## src/rtl/imem_pkg.sv

```systemverilog
// Shared instruction-memory constants and the loader FSM state type.
package imem_pkg;

  localparam int unsigned IMEM_BYTES  = 8192;
  localparam int unsigned IMEM_ADDR_W = $clog2(IMEM_BYTES);

  typedef enum logic [1:0] {
    IDLE,
    COLLECT,
    WRITE,
    DONE
  } loader_state_t;

endpackage

```

## src/rtl/imem_loader_if.sv

```systemverilog
// Byte-stream handshake (in) and instruction-memory write port (out) of the loader.
interface imem_loader_if #(
  parameter int unsigned ADDR_W = imem_pkg::IMEM_ADDR_W
);

  logic              byte_valid;
  logic [7:0]        byte_data;
  logic              byte_ready;
  logic              we;
  logic [ADDR_W-1:0] waddr;
  logic [31:0]       wdata;

  // master: the loader side; slave: byte source plus memory write port
  modport master (
    input  byte_valid, byte_data,
    output byte_ready, we, waddr, wdata
  );

  modport slave (
    output byte_valid, byte_data,
    input  byte_ready, we, waddr, wdata
  );

endinterface

```

## src/rtl/imem_word_packer.sv

```systemverilog
// Little-endian byte-to-word packer: lane counter plus 4x8 lane register.
module imem_word_packer (
  input  logic        clk_i,
  input  logic        rst_i,
  input  logic        clr_i,
  input  logic        strobe_i,
  input  logic [7:0]  byte_i,
  output logic [31:0] word_o,
  output logic        word_full_o
);

  logic [1:0]  lane_q, lane_d;
  logic [31:0] word_q, word_d;

  always_comb begin
    lane_d = lane_q;
    word_d = word_q;
    if (clr_i) begin
      lane_d = '0;
      word_d = '0;
    end else if (strobe_i) begin
      word_d[{lane_q, 3'b000} +: 8] = byte_i;
      lane_d = lane_q + 2'd1;
    end
  end

  always_ff @(posedge clk_i) begin
    if (rst_i) begin
      lane_q <= '0;
      word_q <= '0;
    end else begin
      lane_q <= lane_d;
      word_q <= word_d;
    end
  end

  assign word_o      = word_q;
  assign word_full_o = strobe_i & ~clr_i & (lane_q == 2'd3);

endmodule

```

## src/rtl/imem_loader.sv

```systemverilog
// Instruction-memory loader: packs a byte stream into words and writes them sequentially.
// Optional running word checksum enabled by defining IMEM_LOADER_CKSUM_EN.
module imem_loader
  import imem_pkg::*;
#(
  parameter int unsigned MEM_BYTES = IMEM_BYTES,
  parameter int unsigned ADDR_W    = $clog2(MEM_BYTES)
) (
  input  logic              clk_i,
  input  logic              rst_i,
  input  logic              start_i,
  input  logic [ADDR_W-1:0] base_addr_i,
  input  logic [ADDR_W-2:0] len_words_i,
  imem_loader_if.master     bus,
  output logic              busy_o,
  output logic              done_o,
  output logic              err_o,
  output logic [31:0]       cksum_o
);

  localparam logic [ADDR_W-1:0] LAST_ADDR = ADDR_W'(MEM_BYTES - 4);

  loader_state_t     state_q, state_d;
  logic [ADDR_W-1:0] addr_q, addr_d;
  logic [ADDR_W-2:0] rem_q, rem_d;
  logic              err_q, err_d;
  logic              start_acc;
  logic              strobe;
  logic              word_full;
  logic [31:0]       word;

  assign start_acc = (state_q == IDLE) & start_i;

  imem_word_packer u_packer (
    .clk_i       (clk_i),
    .rst_i       (rst_i),
    .clr_i       (start_acc),
    .strobe_i    (strobe),
    .byte_i      (bus.byte_data),
    .word_o      (word),
    .word_full_o (word_full)
  );

  always_comb begin
    state_d = state_q;
    addr_d  = addr_q;
    rem_d   = rem_q;
    err_d   = err_q;
    strobe  = 1'b0;
    case (state_q)
      IDLE: begin
        if (start_acc) begin
          addr_d  = {base_addr_i[ADDR_W-1:2], 2'b00};
          rem_d   = len_words_i;
          err_d   = 1'b0;
          state_d = (len_words_i == '0) ? DONE : COLLECT;
        end
      end
      COLLECT: begin
        strobe = bus.byte_valid;
        if (word_full) state_d = WRITE;
      end
      WRITE: begin
        rem_d = rem_q - (ADDR_W-1)'(1);
        // Last-word check takes priority: a final word at the top address is not an overflow.
        if (rem_q == (ADDR_W-1)'(1)) begin
          state_d = DONE;
        end else if (addr_q == LAST_ADDR) begin
          err_d   = 1'b1;
          state_d = DONE;
        end else begin
          addr_d  = addr_q + ADDR_W'(4);
          state_d = COLLECT;
        end
      end
      DONE:    state_d = IDLE;
      default: state_d = IDLE;
    endcase
  end

  always_ff @(posedge clk_i) begin
    if (rst_i) begin
      state_q <= IDLE;
      addr_q  <= '0;
      rem_q   <= '0;
      err_q   <= 1'b0;
    end else begin
      state_q <= state_d;
      addr_q  <= addr_d;
      rem_q   <= rem_d;
      err_q   <= err_d;
    end
  end

  assign bus.byte_ready = (state_q == COLLECT);
  assign bus.we         = (state_q == WRITE);
  assign bus.waddr      = addr_q;
  assign bus.wdata      = word;
  assign busy_o         = (state_q != IDLE);
  assign done_o         = (state_q == DONE);
  assign err_o          = err_q;

`ifdef IMEM_LOADER_CKSUM_EN
  logic [31:0] cksum_q, cksum_d;

  always_comb begin
    cksum_d = cksum_q;
    if (start_acc) cksum_d = '0;
    else if (state_q == WRITE) cksum_d = cksum_q + word;
  end

  always_ff @(posedge clk_i) begin
    if (rst_i) cksum_q <= '0;
    else       cksum_q <= cksum_d;
  end

  assign cksum_o = cksum_q;
`else
  assign cksum_o = '0;
`endif

endmodule

```

## src/flat_wrapper.sv

```systemverilog
// flat-port wrapper written by rule: the top's interface ports become plain ports
module imem_loader_flat import imem_pkg::*;
#(
  parameter int unsigned MEM_BYTES = IMEM_BYTES,
  parameter int unsigned ADDR_W    = $clog2(MEM_BYTES)
)
  (clk_i, rst_i, start_i, base_addr_i, len_words_i, busy_o, done_o, err_o, cksum_o, bus_byte_valid, bus_byte_data, bus_byte_ready, bus_we, bus_waddr, bus_wdata);
  imem_loader_if #(.ADDR_W(ADDR_W)) bus_i ();
  input  logic clk_i;
  input  logic rst_i;
  input  logic start_i;
  input  logic [ADDR_W-1:0] base_addr_i;
  input  logic [ADDR_W-2:0] len_words_i;
  output logic busy_o;
  output logic done_o;
  output logic err_o;
  output logic [31:0] cksum_o;
  input wire logic [$bits(bus_i.byte_valid)-1:0] bus_byte_valid;
  input wire logic [$bits(bus_i.byte_data)-1:0] bus_byte_data;
  output wire logic [$bits(bus_i.byte_ready)-1:0] bus_byte_ready;
  output wire logic [$bits(bus_i.we)-1:0] bus_we;
  output wire logic [$bits(bus_i.waddr)-1:0] bus_waddr;
  output wire logic [$bits(bus_i.wdata)-1:0] bus_wdata;
  assign bus_i.byte_valid = bus_byte_valid;
  assign bus_i.byte_data = bus_byte_data;
  assign bus_byte_ready = bus_i.byte_ready;
  assign bus_we = bus_i.we;
  assign bus_waddr = bus_i.waddr;
  assign bus_wdata = bus_i.wdata;
  imem_loader #(.MEM_BYTES(MEM_BYTES), .ADDR_W(ADDR_W)) u_core (.clk_i(clk_i), .rst_i(rst_i), .start_i(start_i), .base_addr_i(base_addr_i), .len_words_i(len_words_i), .bus(bus_i), .busy_o(busy_o), .done_o(done_o), .err_o(err_o), .cksum_o(cksum_o));
endmodule
```

## config.mk

```make
export PLATFORM = sky130hd
export DESIGN_NAME = imem_loader_flat
export DESIGN_NICKNAME = d
export VERILOG_FILES = /design/src/rtl/imem_pkg.sv /design/src/rtl/imem_loader_if.sv /design/src/rtl/imem_word_packer.sv /design/src/rtl/imem_loader.sv /design/src/flat_wrapper.sv
export SDC_FILE = /design/constraint.sdc
export NUM_CORES = 1
export LEC_CHECK = 0
export ABC_AREA = 1
export BUFFER_PORTS_ARGS = -buffer_cell sky130_fd_sc_hd__buf_2
export CORE_MARGIN = 3
export CORE_UTILIZATION = 40
export CTS_CLUSTER_SIZE = 10
export DETAILED_ROUTE_END_ITERATION = 7
export PLACE_DENSITY_LB_ADDON = 0.05
export SYNTH_ARGS = -nofsm -noshare
export SYNTH_HDL_FRONTEND = slang
export SYNTH_SLANG_ARGS = --single-unit
```

## constraint.sdc

```tcl
create_clock -name clk_i -period 3.6 [get_ports clk_i]
set_input_delay 0.72 -clock clk_i [delete_from_list [all_inputs] [get_ports clk_i]]
set_output_delay 0.72 -clock clk_i [all_outputs]
set_load 0.1 [all_outputs]
```

==> impl_metrics.yaml <==
outcome:
  outcome: "complete, no violations"
die:
  core_area_sq_um: 8380
  start_util_pct: 41.9
  pin_count: 119
  dieWidth_microns: 99.7
  rows: 33
  die-area_sq_um: 9930
  die_h_microns: 99.7
timing:
  slew_headroom_pct: 51.0
  period_needed_ns: 2.40
  fmax_mhz: 416
  rsz0062_at_grt: "false"
  setup_viol: 0
  fin_skew_ns: 0.0118
  hold_viol: 0
  period_share_pct: 66.7
  worst_pin_slew_ns: 0.734
  drv_slew: 0
  setup_tns_ns: 0
setup_path:
  required_ns: 2.88
  crit_type: "reg2out"
  cp.arrival_ns: 1.68
  cp_num_buf_inv: 3
  crit_chain: "inv_4, nor2_4, buf_4, buf_2"
  cpPeakStageDelay_ns: 0.49
  crit_fanout: 22
  cp_slowest_cell: "buf_2"
  cp_top_family: "buffers and inverters"
  cp-end-kind: "output port"
  start_kind: "flop"
place:
  numPortBuffers: 82
  dp_hpwl_mm: 6.33
  place.gp.congestion: 0.789
  place_inst: 699
job:
  drv_cap: 0
power:
  power.leakage_nw: 1.89
  power.density_nw_per_um2: 521
  ir_worst_vdd_mv: 0.252
finish:
  drive_gt1_share_pct: 19.5
  final_cells: 714
  nets: 650
  antenna_cells: 0
  area_growth_pct: 15.4
yosys:
  synth_cell_types: 38
  synth_warnings: 0
  synthMuxAreaShare_pct: 0
  avgSynthCellArea_sq_um: 6.67
  synthAdderAreaFrac_pct: 2.85
  synthArstFlopShare_pct: 0
  yosys.area.top_type_share_pct: 34.2
  synth_compound_area_share_pct: 10.3
  ys_seq_area_share_pct: 34.2
  synth_edf_count: 0
  synth_top_family_by_area: "simple AND/OR/NAND/NOR gates"
  synth_top_area_cell: "dfxtp_1"
  synth_cells: 526
  synth_ff_type: "dfxtp_1"
  synth_xor_area_share_pct: 0.250
  yosys.area_share.simple_pct: 37.2
  yosys_register_bits: 60
  syn-cell-area_sq_um: 3510
  synth.area.top_cells: "dfxtp_1 (34%), nand2_1 (16%), buf_4 (7.3%)"
route:
  ant_nets: 0
  drc_errors: 0
  via_per_inst: 4.80
  firstDrtPassIters: 5
  drt_iter0_markers: 110
  wl_per_cell_microns: 12.2
  dr_total_vias: 3424
  routed_wl_mm: 8.72
global_route:
  grt_overflow_total: 0
  grt_max_degree: 36
  grt.total_usage_pct: 17.9
  grt_pass1_vias: 3063
  grt_pass1_wl_mm: 14.5
  antenna_found_initial: 0
cts:
  cts_buffer_depth: 2
  insertion_delay_ns: 0.34
  cts_tree: "done"
  cts_sinks: 60
  cts_resized: 0
  cts.clk_slew.worst_paths_ns: 0.07
  cts_setup_buffers: 0
  htreeDepth: 3
  cts-root-buf: "clkbuf_8"
  numCtsBuffers: 9
  hold_buffers: 0
hold_path:
  hold_path_class: "reg2reg"
## cell usage after synthesis, types with 4 or more instances
cell,instances
nand2_2,4
nand4_1,9
nand3_1,43
a21oi_1,46
buf_6,4
buf_4,34
ha_1,8
o21ai_0,9
dfxtp_1,60
buf_2,6
nor2_1,62
nor2_2,4
nand2_1,151
or3_1,8
inv_1,43
## cells by family (layout without fill, tap and decap cells)
| kind of cell | after synthesis | count (layout) |
|---|---|---|
| compound gates | 66 | 66 |
| xor+xnor | 1 | 1 |
| fa+ha+maj | 8 | 8 |
| buf+inv | 96 | 146 |
| flops | 60 | 60 |
| other cells | 1 | 34 |
| simple gates | 294 | 294 |
## state kept, by name (all words and copies together) (netlist names)
signal and flops:
u_core.bus.waddr 11, u_core.err_o 1, u_core.rem_q 12, u_core.state_q 2, u_core.u_packer.lane_q 2, u_core.u_packer.word_o 32
## area by class of cell
class	instances	area [sq um]
Fill cell	888	4330
Clock buffer	12	165
Inverter	47	179
Multi-Input combinational cell	403	1900
Sequential cell	60	1200
Timing Repair Buffer	84	425
Clock inverter	3	45.0
Tap cell	105	131
## power breakdown
group          switching, W  total (W)  leakage, nW  internal (W)
combinational      0.000581   0.000707         1.30      0.000127
clock              0.000276   0.000649        0.101      0.000373
sequential        0.0000468   0.000752        0.489      0.000705
total              0.000904    0.00211         1.89       0.00120
## final timing paths
| kind | from | to | slack, ns | depth (start not counted) |
|---|---|---|---|---|
| max | u_core.state_q[1] | bus_we | 1.20 | 4 |
| min | u_core.u_packer.word_o[11] | u_core.u_packer.word_o[11] | 0.46 | 2 |
| max reg2reg | u_core.u_packer.lane_q[0] | u_core.u_packer.word_o[13] | 1.51 | 6 |
| min reg2reg | u_core.u_packer.word_o[11] | u_core.u_packer.word_o[11] | 0.46 | 2 |
## worst register-to-register path, stage by stage (launching register included)
cell and delay, ns:
dfxtp_1 0.40, inv_1 0.20, ha_1 0.38, clkinv_1 0.24
nor2_1 0.48, nand3_1 0.15, a21oi_1 0.15
## cells in the final DEF, fill, tap and decap left out, types with 12 or more instances in the layout
master	n
dfxtp_1	60
clkbuf_8	12
nor2_1	62
inv_1	43
conb_1	34
nand2_1	151
a21oi_1	46
nand3_1	43
buf_2	82
## through the flow
step / utilization, % / hold WS, ns / power (W) / cell area, sq um / setup WS, ns
6_report: 48.3 / 0.461 / 0.00211 / 4050 / 1.20
5_1_grt: 48.3 / 0.483 / 0.00223 / 4050 / 1.10
4_1_cts: 48.3 / 0.465 / 0.00213 / 4050 / 1.17
3_5_place_dp: 45.8 / 0.454 / 0.00147 / 3840 / 1.39
3_3_place_gp: 45.8 / 0.453 / 0.00147 / 3840 / 1.36
2_1_floorplan: - / 0.457 / 0.00140 / 3630 / 1.16
## per-layer routing
| metal | GRT usage [%] | share of wire (%) | wire (microns) | vias up |
|---|---|---|---|---|
| met4 | 5.04 | 1.1 | 93 | 0 |
| met3 | 5.40 | 7.8 | 681 | 9 |
| met1 | 25.1 | 48 | 4220 | 1520 |
| met5 | 0 | 0 | 0 | - |
| met2 | 26.5 | 43 | 3730 | 120 |
| li1 | - | - | - | 1775 |
Note: power is estimated with default switching activity, not from simulation.
